### src/rtl/clk_step_ctrl_pkg.sv
// Shared definitions for the run/stop/single-step clock-enable controller:
// state codes, the first manual rate code and the status encoding.
package clk_step_ctrl_pkg;

   typedef enum logic [1:0] {
      CSC_STOP = 2'd0,
      CSC_RUN  = 2'd1,
      CSC_STEP = 2'd2,
      CSC_HALT = 2'd3
   } csc_state_e;

   localparam logic [3:0] RATE_MANUAL = 4'd12;
   localparam int unsigned CE_W = 32;

   // Status word is {running, step_pending, halted}
   function automatic logic [2:0] clk_stat_of(input csc_state_e s);
      return {s == CSC_RUN, s == CSC_STEP, s == CSC_HALT};
   endfunction

endpackage

### src/rtl/clk_step_ctrl_if.sv
// Board-side bundle of the clock controller: rate switches, buttons, halt
// request in; clock enable, run flag, status and pulse counter out.
interface clk_step_ctrl_if;
   import clk_step_ctrl_pkg::*;

   logic [3:0]      rate_sel;
   logic            btn_run;
   logic            btn_step;
   logic            halt_req;
   logic            cpu_ce;
   logic            running;
   logic [2:0]      clk_stat;
   logic [CE_W-1:0] ce_count;

   modport master (
      input  rate_sel, btn_run, btn_step, halt_req,
      output cpu_ce, running, clk_stat, ce_count
   );

   modport slave (
      output rate_sel, btn_run, btn_step, halt_req,
      input  cpu_ce, running, clk_stat, ce_count
   );

endinterface

### src/rtl/clk_step_ctrl_btn_debounce.sv
// Button conditioner: 2-flop synchronizer, stable-count debounce and a
// one-cycle pulse on each rising edge of the debounced level.
module clk_step_ctrl_btn_debounce #(
   parameter int unsigned DEBOUNCE_CYC = 1_000_000
) (
   input  logic clk,
   input  logic reset,
   input  logic btn_i,
   output logic press_o
);

   localparam int unsigned DB_W = $clog2(DEBOUNCE_CYC + 1);

   logic            sync1_q, sync2_q;
   logic            level_q, level_d;
   logic            press_q, press_d;
   logic [DB_W-1:0] cnt_q, cnt_d;

   // Any sample that agrees with the current level restarts the count
   always_comb begin
      cnt_d   = '0;
      level_d = level_q;
      press_d = 1'b0;
      if (sync2_q != level_q) begin
         if (cnt_q == DB_W'(DEBOUNCE_CYC - 1)) begin
            level_d = sync2_q;
            press_d = sync2_q;
         end else begin
            cnt_d = cnt_q + DB_W'(1);
         end
      end
   end

   always_ff @(posedge clk) begin
      if (reset) begin
         sync1_q <= 1'b0;
         sync2_q <= 1'b0;
         level_q <= 1'b0;
         press_q <= 1'b0;
         cnt_q   <= '0;
      end else begin
         sync1_q <= btn_i;
         sync2_q <= sync1_q;
         level_q <= level_d;
         press_q <= press_d;
         cnt_q   <= cnt_d;
      end
   end

   assign press_o = press_q;

endmodule

### src/rtl/clk_step_ctrl.sv
// Run/stop/single-step controller: issues a one-cycle CPU clock enable at a
// switch-selected rate, with debounced buttons and a CPU halt request.
module clk_step_ctrl
   import clk_step_ctrl_pkg::*;
#(
   parameter int unsigned CLK_HZ       = 100_000_000,
   parameter int unsigned DEBOUNCE_CYC = 1_000_000,
   parameter int unsigned CNT_W        = 32
) (
   input logic           clk,
   input logic           reset,
   clk_step_ctrl_if.master bus
);

   function automatic logic [CNT_W-1:0] sat_div(input int unsigned q);
      return (q == 0) ? CNT_W'(1) : CNT_W'(q);
   endfunction

   logic             run_press, step_press;
   logic [3:0]       rate_q;
   logic [CNT_W-1:0] div_val;
   logic [CNT_W-1:0] div_cnt_q, div_cnt_d;
   logic             manual, rate_chg, tick;
   csc_state_e       state_q, state_d;
   logic             cpu_ce_q, cpu_ce_d;
   logic             running_q;
   logic [2:0]       clk_stat_q;
   logic [CE_W-1:0]  ce_count_q;

   clk_step_ctrl_btn_debounce #(.DEBOUNCE_CYC(DEBOUNCE_CYC)) u_db_run (
      .clk(clk), .reset(reset), .btn_i(bus.btn_run), .press_o(run_press)
   );

   clk_step_ctrl_btn_debounce #(.DEBOUNCE_CYC(DEBOUNCE_CYC)) u_db_step (
      .clk(clk), .reset(reset), .btn_i(bus.btn_step), .press_o(step_press)
   );

   always_comb begin
      div_val = CNT_W'(1);
      case (bus.rate_sel)
         4'd0:    div_val = sat_div(CLK_HZ / 32'd1);
         4'd1:    div_val = sat_div(CLK_HZ / 32'd10);
         4'd2:    div_val = sat_div(CLK_HZ / 32'd100);
         4'd3:    div_val = sat_div(CLK_HZ / 32'd1_000);
         4'd4:    div_val = sat_div(CLK_HZ / 32'd10_000);
         4'd5:    div_val = sat_div(CLK_HZ / 32'd100_000);
         4'd6:    div_val = sat_div(CLK_HZ / 32'd1_000_000);
         4'd7:    div_val = sat_div(CLK_HZ / 32'd10_000_000);
         4'd8:    div_val = sat_div(CLK_HZ / 32'd20_000_000);
         4'd9:    div_val = sat_div(CLK_HZ / 32'd25_000_000);
         4'd10:   div_val = sat_div(CLK_HZ / 32'd50_000_000);
         4'd11:   div_val = sat_div(CLK_HZ / CLK_HZ);
         default: div_val = CNT_W'(1);
      endcase
   end

   // A rate change restarts the divider; the cycle of the change never ticks
   assign manual    = (bus.rate_sel >= RATE_MANUAL);
   assign rate_chg  = (bus.rate_sel != rate_q);
   assign tick      = !manual && !rate_chg && (div_cnt_q == div_val - CNT_W'(1));
   assign div_cnt_d = (manual || rate_chg || tick) ? '0 : div_cnt_q + CNT_W'(1);

   always_ff @(posedge clk) begin
      if (reset) begin
         rate_q    <= bus.rate_sel;
         div_cnt_q <= '0;
      end else begin
         rate_q    <= bus.rate_sel;
         div_cnt_q <= div_cnt_d;
      end
   end

   always_ff @(posedge clk) begin
      if (reset) state_q <= CSC_STOP;
      else       state_q <= state_d;
   end

   always_comb begin
      state_d = state_q;
      case (state_q)
         CSC_STOP: begin
            if (run_press && !manual) state_d = CSC_RUN;
            else if (step_press)      state_d = CSC_STEP;
         end
         CSC_RUN: begin
            if (bus.halt_req)   state_d = CSC_HALT;
            else if (run_press) state_d = CSC_STOP;
            else if (manual)    state_d = CSC_STOP;
         end
         CSC_STEP: state_d = CSC_STOP;
         CSC_HALT: begin
            if (run_press && !bus.halt_req) state_d = CSC_RUN;
            else if (step_press)            state_d = CSC_STEP;
         end
         default: state_d = CSC_STOP;
      endcase
   end

   // A step always fires; a run tick is dropped while a halt is requested
   always_comb begin
      cpu_ce_d = (state_q == CSC_STEP) ||
                 ((state_q == CSC_RUN) && tick && !bus.halt_req);
   end

   always_ff @(posedge clk) begin
      if (reset) begin
         cpu_ce_q   <= 1'b0;
         running_q  <= 1'b0;
         clk_stat_q <= 3'b000;
         ce_count_q <= '0;
      end else begin
         cpu_ce_q   <= cpu_ce_d;
         running_q  <= (state_d == CSC_RUN);
         clk_stat_q <= clk_stat_of(state_d);
         ce_count_q <= ce_count_q + CE_W'(cpu_ce_q);
      end
   end

   assign bus.cpu_ce   = cpu_ce_q;
   assign bus.running  = running_q;
   assign bus.clk_stat = clk_stat_q;
   assign bus.ce_count = ce_count_q;

endmodule

### src/flat_wrapper.sv
// flat-port wrapper written by rule: the top's interface ports become plain ports
module clk_step_ctrl_flat import clk_step_ctrl_pkg::*;
#(
   parameter int unsigned CLK_HZ       = 100_000_000,
   parameter int unsigned DEBOUNCE_CYC = 1_000_000,
   parameter int unsigned CNT_W        = 32
)
  (clk, reset, bus_rate_sel, bus_btn_run, bus_btn_step, bus_halt_req, bus_cpu_ce, bus_running, bus_clk_stat, bus_ce_count);
  clk_step_ctrl_if bus_i ();
  input logic clk;
  input logic reset;
  input wire logic [$bits(bus_i.rate_sel)-1:0] bus_rate_sel;
  input wire logic [$bits(bus_i.btn_run)-1:0] bus_btn_run;
  input wire logic [$bits(bus_i.btn_step)-1:0] bus_btn_step;
  input wire logic [$bits(bus_i.halt_req)-1:0] bus_halt_req;
  output wire logic [$bits(bus_i.cpu_ce)-1:0] bus_cpu_ce;
  output wire logic [$bits(bus_i.running)-1:0] bus_running;
  output wire logic [$bits(bus_i.clk_stat)-1:0] bus_clk_stat;
  output wire logic [$bits(bus_i.ce_count)-1:0] bus_ce_count;
  assign bus_i.rate_sel = bus_rate_sel;
  assign bus_i.btn_run = bus_btn_run;
  assign bus_i.btn_step = bus_btn_step;
  assign bus_i.halt_req = bus_halt_req;
  assign bus_cpu_ce = bus_i.cpu_ce;
  assign bus_running = bus_i.running;
  assign bus_clk_stat = bus_i.clk_stat;
  assign bus_ce_count = bus_i.ce_count;
  clk_step_ctrl #(.CLK_HZ(CLK_HZ), .DEBOUNCE_CYC(DEBOUNCE_CYC), .CNT_W(CNT_W)) u_core (.clk(clk), .reset(reset), .bus(bus_i));
endmodule
### config.mk
export PLATFORM = sky130hd
export DESIGN_NAME = clk_step_ctrl_flat
export DESIGN_NICKNAME = d
export VERILOG_FILES = /design/src/rtl/clk_step_ctrl_pkg.sv /design/src/rtl/clk_step_ctrl_if.sv /design/src/rtl/clk_step_ctrl_btn_debounce.sv /design/src/rtl/clk_step_ctrl.sv /design/src/flat_wrapper.sv
export SDC_FILE = /design/constraint.sdc
export NUM_CORES = 1
export LEC_CHECK = 0
export CAP_MARGIN = 20
export CORE_ASPECT_RATIO = 0.7
export CORE_MARGIN = 5
export CORE_UTILIZATION = 53
export CTS_BUF_LIST = sky130_fd_sc_hd__clkbuf_16
export DETAILED_ROUTE_END_ITERATION = 10
export PLACE_DENSITY = 0.73
export SKIP_CTS_REPAIR_TIMING = 1
export SLEW_MARGIN = 10
export SYNTH_ARGS = -nofsm -noshare
export SYNTH_HDL_FRONTEND = slang
export SYNTH_SLANG_ARGS = --single-unit
### constraint.sdc
create_clock -name clk -period 3.8 [get_ports clk]
set_clock_uncertainty 0.1 [all_clocks]
set_input_delay 0.76 -clock clk [delete_from_list [all_inputs] [get_ports clk]]
set_output_delay 0.76 -clock clk [all_outputs]
set_load 0.05 [all_outputs]
==> flow_summary.toml, run 1 <==
[sta]
max_freq_ghz = 0.271
hold_viol = 0
post-route-period-util = 0.973
slew_headroom = 0.415
finalSetupViolCount = 0
period_minus_slack_ns = 3.70
timing.final.ws_setup_ns = 0.104
drv_slew = 0
worst_slew_pin_slew_ns = 0.877

[grt]
grt_pass1_vias = 5197
grt_max_degree = 49
antenna_found_initial = 0
grt_overflow_total = 0
grt_use_total = 0.216
grt_pass1_wl_mm = 25.1

[final_layout]
fin_util = 0.670
antenna_cells = 0
drive_gt1_frac = 0.150
nets = 829
area_growth_pct = 24.6
stdcell_count = 977

[yosys]
synthCells = 725
synth_area_sq_um = 6240
synthesis.nets = 747
ys_seq_elements = 122
ys_async_sr_fraction = 0
ys_warn_count = 0
synth_cell_types = 62
ys.flop_type = "dfxtp_1"
synth_edf_count = 0
avgSynthCellArea_sq_um = 8.60
yosysSeqAreaShare = 0.392

[critical_path]
reg2reg_setup_slack_ns = 1.11
worstPathMaxFanout = 9
cp.required_ns = 4.01
crit_path_end_kind = "flop"
crit_arrival_ns = 3.90
critPathKind = "input port to flop"
cp-start-kind = "input port"

[clock_network]
cts_buffers = 17
cts_root_buffer = "clkbuf_16"
path_clk_slew_ns = 0.06
clockBufferDepth = 2
h-tree-depth = 4
cts.sinks = 122
cts_tree = "done"
clock_latency_ns = 0.41

[die]
die_w_um = 140
die_area_sq_um = 14100
ios = 46
initial_utilization = 0.538
rows = 33
coreArea_sq_um = 11600
fp.dieH_um = 101

[drt]
wirelength_mm = 14.9
drc = 0
via_count = 5341
dr.pass1.iters = 5
vias_per_cell = 5.47
ant_nets = 0
drt_iter0_drc = 322
wl_per_cell_um = 15.2

[run]
cap_violations = 0

[placed_design]
hpwlAfterDp_mm = 10.7
port_buffers = 45
gp_congestion = 0.904
post-place-ws_ns = -0.496
dp.cells = 943

[worst_hold_path]
hp-class = "flop to flop"

[status]
status = "finished clean"

[power]
leakagePower_uw = 0.00272
power_density_nw_per_um2 = 400
irDropWorstVdd_mv = 0.293
-- Yosys cell counts (10+ instances only) --
cell      instances  area, sq um
a21oi_1          18         90.1
and3_1           22          138
clkbuf_1         14         52.6
dfxtp_1         122         2440
ha_1             13          163
inv_1            20         75.1
nand2_1          47          176
nand3_1          40          200
nand4_1          23          144
nor2_1          110          413
nor2_2           22          138
nor2b_1          14         87.6
nor3_1           14         70.1
o21ai_0          17         85.1
or3_1            10         62.6
xnor2_1          57          499
xor2_1           55          482
-- cell type report --
| class | instances | area, sq um |
|---|---|---|
| Clock buffer | 17 | 425 |
| Clock inverter | 15 | 165 |
| Fill cell | 923 | 3830 |
| Inverter | 20 | 78.8 |
| Multi-Input combinational cell | 552 | 3600 |
| Sequential cell | 122 | 2440 |
| Tap cell | 157 | 196 |
| Timing Repair Buffer | 94 | 865 |
-- critical path, stage by stage --
cell	delay (ns)
clkdlybuf4s50_1	0.53
buf_4	0.22
nand2_2	0.06
a2bb2oi_2	0.16
ha_2	0.23
o2111ai_4	0.14
buf_4	0.19
nor3b_2	0.19
a21oi_1	0.10
a2111o_1	0.43
buf_4	0.15
o41ai_4	0.32
buf_4	0.20
clkbuf_16	0.17
nor2_2	0.04
-- cell usage in the layout (no fill, tap or decap), drive strengths merged, types with 16 or more instances in the layout --
cell type	Yosys	final
buf	16	49
and3	22	22
nand4	23	23
o21ai	17	17
nand3	40	40
inv	20	25
nand2	47	47
a21oi	18	18
clkbuf	15	18
dfxtp	122	122
xor2	55	55
nor3	16	16
clkdlybuf4s50	0	42
xnor2	57	57
nor2	132	132
-- cells by family (layout without fill, tap and decap cells) --
kind of cell / Yosys count / count (layout) / share of synthesized area
AO/OA/AOI/OAI: 67 / 67 / 0.0752
buffers and inverters: 51 / 146 / 0.0425
AND/OR/NAND/NOR: 353 / 353 / 0.296
flip-flops: 122 / 122 / 0.392
XOR/XNOR: 112 / 112 / 0.157
adder cells (fa/ha/maj): 13 / 13 / 0.0261
multiplexers: 7 / 7 / 0.0112
-- routing by layer --
metal	up-vias	track usage	routed length [um]
li1	2659	-	-
met4	0	0.0633	137
met3	14	0.0479	496
met2	118	0.343	6850
met5	-	0	0
met1	2550	0.299	7400
-- path summary, 6_finish.rpt --
kind / start / endpoint / cells after the start
max: bus_rate_sel[3] / u_core.div_cnt_q[27] / 15
min: u_core.u_db_run.sync1_q / u_core.u_db_run.sync2_q / 1
max reg2reg: u_core.div_cnt_q[18] / u_core.bus.cpu_ce / 8
min reg2reg: u_core.u_db_run.sync1_q / u_core.u_db_run.sync2_q / 1
-- power by group --
part	leakage (uW)	internal, uW	total [uW]	switching, uW
logic	0.00145	104	219	115
registers	0.000985	1280	1290	3.40
clock network	0.000285	978	1600	620
-- registers in the layout, indices dropped and copies added (netlist names), 2 cells and up --
register / count
u_core.bus.ce_count: 32
u_core.div_cnt_q: 32
u_core.u_db_run.cnt_q: 20
u_core.u_db_step.cnt_q: 20
u_core.rate_q: 4
u_core.bus.clk_stat: 3
u_core.state_q: 2
-- through the flow --
| stage | hold WS [ns] | TNS [ns] | instance area, sq um | total power [uW] |
|---|---|---|---|---|
| final | 0.335 | 0 | 7770 | 3110 |
| after global routing | 0.357 | -0.0507 | 7770 | 3220 |
| after floorplan | 0.314 | -0.391 | 6310 | 1450 |
| after detailed placement | 0.328 | -14.49 | 7120 | 1530 |
| after CTS | 0.341 | -1.99 | 7710 | 3130 |
| after global placement | 0.325 | -11.70 | 7120 | 1520 |
No activity file was read; power rests on OpenSTA's default activity.
==> run 2: changes to the inputs <==
--- a/config.mk
+++ b/config.mk
@@ -8,10 +8,10 @@
 export CAP_MARGIN = 20
 export CORE_ASPECT_RATIO = 0.7
 export CORE_MARGIN = 5
-export CORE_UTILIZATION = 53
+export CORE_UTILIZATION = 30
 export CTS_BUF_LIST = sky130_fd_sc_hd__clkbuf_16
 export DETAILED_ROUTE_END_ITERATION = 10
-export PLACE_DENSITY = 0.73
+export PLACE_DENSITY = 0.43
 export SKIP_CTS_REPAIR_TIMING = 1
 export SLEW_MARGIN = 10
 export SYNTH_ARGS = -nofsm -noshare
==> constraint.sdc (replaced) <==
create_clock -name clk -period 4.3 [get_ports clk]
set_clock_uncertainty 0.1 [all_clocks]
set_input_delay 0.86 -clock clk [delete_from_list [all_inputs] [get_ports clk]]
set_output_delay 0.86 -clock clk [all_outputs]
set_load 0.05 [all_outputs]
==> run 2 against run 1 <==
Clock power is 16% lower. Non-clock buffer count fell by 25. Register-to-register slack gained 0.59 ns. Utilization decreased by 30 points. Flip-flop and latch count is the same. Largest power group unchanged. Count of clock-buffer cells in the layout unchanged. Critical path type unchanged. Sequential power is 12% lower.
==> flow_summary.toml, run 2 (synthesized netlist as in run 1, its figures left out) <==
[status]
status = "finished clean"

[die]
initial_utilization = 0.303
coreArea_sq_um = 20600
die_area_sq_um = 23800
fp.dieH_um = 131
ios = 46
die_w_um = 182
rows = 44

[clock_network]
cts.sinks = 122
clockBufferDepth = 2
cts_root_buffer = "clkbuf_16"
path_clk_slew_ns = 0.06
cts_buffers = 17
h-tree-depth = 4
cts_tree = "done"
clock_latency_ns = 0.42

[drt]
dr.pass1.iters = 5
drc = 0
vias_per_cell = 4.80
wirelength_mm = 15.3
wl_per_cell_um = 14.2
drt_iter0_drc = 401
via_count = 5138
ant_nets = 0

[grt]
antenna_found_initial = 0
grt_overflow_total = 0
grt_max_degree = 49
grt_pass1_vias = 4932
grt_use_total = 0.133
grt_pass1_wl_mm = 25.6

[sta]
worst_slew_pin_slew_ns = 0.932
period_minus_slack_ns = 3.97
grt_setup_unrepaired = "no"
hold_viol = 0
max_freq_ghz = 0.252
drv_slew = 0
post-route-period-util = 0.924
finalSetupViolCount = 0
slew_headroom = 0.378

[run]
cap_violations = 0

[critical_path]
regToRegStartpoint = "u_core.div_cnt_q[18]"
critPathKind = "input port to flop"
crit_arrival_ns = 4.19
cp-start-kind = "input port"
endpoint = "u_core.bus.cpu_ce"
reg2reg_setup_slack_ns = 1.70
worstPathMaxFanout = 6
worstSetupStartpoint = "bus_rate_sel[1]"
crit_path_end_kind = "flop"
reg2reg_depth = 8
cp.required_ns = 4.52
r2r-end = "u_core.bus.cpu_ce"

[power]
p_sw_frac = 0.257
p_comb_frac = 0.061
power_frac_seq = 0.431
clkPwrFrac = 0.507
leakagePower_uw = 0.00255
irDropWorstVdd_mv = 0.280
power_density_nw_per_um2 = 348
p_sw_uw = 677
internal_power_uw = 1960

[final_layout]
fin_util = 0.368
fillCellCount = 2143
antenna_cells = 0
final_cell_mix = "122 x dfxtp_1, 110 x nor2_1, 57 x xnor2_1"
regArea_sq_um = 2440
stdcell_count = 1071
layout_commonest_cell = "dfxtp_1"
drive_gt1_frac = 0.114
multi_input_area_sq_um = 3530
nets = 804
area_growth_pct = 21.6

[worst_hold_path]
hp-class = "flop to flop"

[placed_design]
hpwlAfterDp_mm = 11.2
port_buffers = 45
gp_congestion = 0.829
dp.cells = 1039
## run 2: cell count changes in the layout (fill, tap and decap cells not counted), moves of 2 or more
cell / before / now
buf_4: 45 / 23
bufinv_16: 2 / 0
clkdlybuf4s50_1: 42 / 44
clkinvlp_4: 3 / 1
dlymetal6s2s_1: 2 / 0
ha_1: 10 / 13
ha_4: 2 / 0
inv_6: 5 / 8
## run 2: metal layers
metal,share of wire,up-vias,GRT usage
met5,0,-,0
met4,0.0073,0,0.0260
met3,0.036,14,0.0390
met2,0.43,74,0.199
met1,0.53,2459,0.191
li1,-,2591,-
## run 2: how the worst min path moves through the flow
stage / start / end / slack [ns] / cells past startpoint
CTS: u_core.u_db_run.cnt_q[0] / u_core.u_db_run.cnt_q[0] / 0.35 / 1
detailed placement: u_core.u_db_run.cnt_q[0] / u_core.u_db_run.cnt_q[0] / 0.34 / 1
floorplan: u_core.u_db_run.sync1_q / u_core.u_db_run.sync2_q / 0.31 / 1
global placement: u_core.u_db_run.cnt_q[0] / u_core.u_db_run.cnt_q[0] / 0.33 / 1
finish: u_core.u_db_run.cnt_q[0] / u_core.u_db_run.cnt_q[0] / 0.35 / 1
global route: u_core.u_db_run.cnt_q[0] / u_core.u_db_run.cnt_q[0] / 0.37 / 1
## run 2: worst max-delay path, stage by stage
cell             delay (ns)
clkdlybuf4s50_1        0.51
inv_1                  0.07
ha_1                   0.39
inv_1                  0.08
o21ai_0                0.16
ha_1                   0.20
o2111ai_2              0.19
or3_1                  0.45
mux2i_1                0.14
a211oi_1               0.25
nand4_1                0.19
or4_1                  0.46
o31ai_1                0.24
## run 2: power by group through the flow
stage	logic [uW]	registers, uW	clock network, uW
finish	161	1140	1340
global route	175	1140	1450
CTS	161	1140	1390
detailed placement	160	1160	0
global placement	160	1160	0
floorplan	111	1160	0
## run 2: cell type report
cell class              count  area share
clock buffers              17      0.0561
clock inverters            15      0.0172
inverters                  20     0.00990
multi-input cells         552       0.465
flip-flops and latches    122       0.322
well taps                 276      0.0455
repair buffers             69      0.0841
## run 2: through the flow
stage	worst slack (ns)	instance area (sq um)	hold slack, ns	total power (uW)	TNS (ns)
floorplan	0.351	6240	0.314	1270	0
global placement	0.0130	7030	0.331	1320	0
detailed placement	-0.0748	7030	0.337	1320	-1.14
CTS	0.338	7590	0.350	2690	0
global route	0.0644	7590	0.373	2760	0
finish	0.329	7590	0.346	2640	0
==> run 3: changes to the inputs <==
==> constraint.sdc (replaced) <==
create_clock -name clk -period 4.5 [get_ports clk]
set_clock_uncertainty 0.1 [all_clocks]
set_input_delay 0.9 -clock clk [delete_from_list [all_inputs] [get_ports clk]]
set_output_delay 0.9 -clock clk [all_outputs]
set_load 0.05 [all_outputs]
==> run 3 against run 2 <==
Utilization down 0.073 points. Design area down 0.20%. First-iteration DRC count down 33%. Clock power about the same. Sequential power down 4%. Non-clock buffer count down 7. Flip-flop and latch count unchanged. Register-to-register slack better by 0.17 ns. Via count down 0.54%. Count of clock-buffer cells in the layout unchanged. Hold slack better by 0.00088 ns. Sequential share of layout area up 0.064 points.
==> flow_summary.toml, run 3 (synthesized netlist as in run 1, its figures left out) <==
[status]
status = "finished clean"

[drt]
ant_nets = 0
dr.pass1.iters = 4
via_count = 5110
vias_per_cell = 4.80
wirelength_mm = 15.2
drc = 0
drt_iter0_drc = 269
wl_per_cell_um = 14.3

[sta]
worst_slew_pin_slew_ns = 0.945
slew_headroom = 0.370
post-route-period-util = 0.906
grt_setup_unrepaired = "no"
max_freq_ghz = 0.245
finalSetupViolCount = 0
fin_tns_setup_ns = 0
hold_viol = 0
drv_slew = 0
period_minus_slack_ns = 4.08

[clock_network]
h-tree-depth = 4
cts_tree = "done"
cts.sinks = 122
clock_latency_ns = 0.41
cts_root_buffer = "clkbuf_16"
path_clk_slew_ns = 0.06
clockBufferDepth = 2
cts_buffers = 17

[power]
power_density_nw_per_um2 = 344
power_uw = 2600
irDropWorstVdd_mv = 0.271
leakagePower_uw = 0.00252

[critical_path]
cp-start-kind = "input port"
crit_slowest_cell = "a311oi_1"
regToRegStartpoint = "u_core.div_cnt_q[18]"
critPathKind = "input port to flop"
r2r-end = "u_core.bus.cpu_ce"
worstSetupStartpoint = "bus_rate_sel[1]"
max_stage_delay_ns = 0.66
reg2reg_setup_slack_ns = 1.87
path_cells = "clkdlybuf4s50_1 -> buf_4 -> ha_1 -> buf_4 -> inv_1 -> a311oi_1 -> nor3_2 -> mux2i_1 -> a2111o_1 -> or4_1 -> o31ai_1"
crit_top_cell = "buf_4"
worstPathMaxFanout = 13
crit_arrival_ns = 4.30
cp.required_ns = 4.72
reg2reg_depth = 8
endpoint = "u_core.bus.cpu_ce"
crit_path_end_kind = "flop"

[grt]
antenna_found_initial = 0
grt_use_total = 0.132
grt_pass1_wl_mm = 25.4
grt_pass1_vias = 4953
grt_overflow_total = 0
grt_max_degree = 49

[die]
rows = 44
coreArea_sq_um = 20600
die_w_um = 182
ios = 46
initial_utilization = 0.303
die_area_sq_um = 23800
fp.dieH_um = 131

[placed_design]
hpwlAfterDp_mm = 11.2
gp_congestion = 0.873
port_buffers = 45

[final_layout]
area_growth_pct = 21.4
drive_gt1_frac = 0.107
nets = 797
antenna_cells = 0
layout_commonest_cell = "dfxtp_1"
fillCellCount = 2106
final_cell_mix = "122 x dfxtp_1, 110 x nor2_1, 57 x xnor2_1"

[run]
cap_violations = 0

[worst_hold_path]
hold_depth = 1
hp-class = "flop to flop"
==> run 3: cell types whose count changed in the layout (fill, tap and decap cells not counted) <==
cell        change
buf_4           -7
inv_6           -5
clkinvlp_4      +3
bufinv_16       +2
clkinv_2        -1
clkinv_4        +1
clkinv_8        -1
inv_8           +1
==> run 3: per-layer routing <==
layer	global-route usage	routed length, um
met1	0.189	8050
met2	0.196	6340
met3	0.0307	631
met4	0.0494	204
met5	0	0
==> run 3: power breakdown <==
part / internal (uW) / switching (uW)
sequential: 1080 / 2.72
clock: 826 / 543
combinational: 60.6 / 84.9
total: 1970 / 631
==> run 3: worst min-delay path by stage <==
stage,from,to
global placement,u_core.u_db_run.cnt_q[0],u_core.u_db_run.cnt_q[0]
finish,u_core.u_db_run.sync1_q,u_core.u_db_run.sync2_q
CTS,u_core.u_db_run.cnt_q[0],u_core.u_db_run.cnt_q[0]
detailed placement,u_core.u_db_run.sync1_q,u_core.u_db_run.sync2_q
global route,u_core.u_db_run.sync1_q,u_core.u_db_run.sync2_q
floorplan,u_core.u_db_run.sync1_q,u_core.u_db_run.sync2_q
==> run 3: area by class of cell <==
| class | instances | area [sq um] | share of cell area |
|---|---|---|---|
| well taps | 276 | 345 | 0.0456 |
| clock inverters | 15 | 168 | 0.0221 |
| multi-input cells | 552 | 3530 | 0.466 |
| clock buffers | 17 | 425 | 0.0562 |
| inverters | 20 | 75.1 | 0.00992 |
| flip-flops and latches | 122 | 2440 | 0.323 |
| repair buffers | 62 | 586 | 0.0773 |
==> run 3: critical path, delay by kind of cell <==
family          cells  cell delay (ns)
compound gates      3             1.37
simple gates        2             0.73
mux                 1             0.18
fa+ha+maj           1             0.23
buf+inv             4             0.89
==> run 3: metrics by stage <==
| stage | hold slack, ns | util | worst slack, ns | cell area [sq um] | std cells |
|---|---|---|---|---|---|
| 2_1_floorplan | 0.314 | - | 0.511 | 6240 | 725 |
| 3_3_place_gp | 0.330 | 0.339 | 0.0755 | 6980 | 1032 |
| 3_5_place_dp | 0.338 | 0.339 | -0.00765 | 6980 | 1032 |
| 4_1_cts | 0.357 | 0.368 | 0.422 | 7570 | 1064 |
| 5_1_grt | 0.374 | 0.368 | 0.200 | 7570 | 1064 |
| 6_report | 0.347 | 0.368 | 0.425 | 7570 | 1064 |
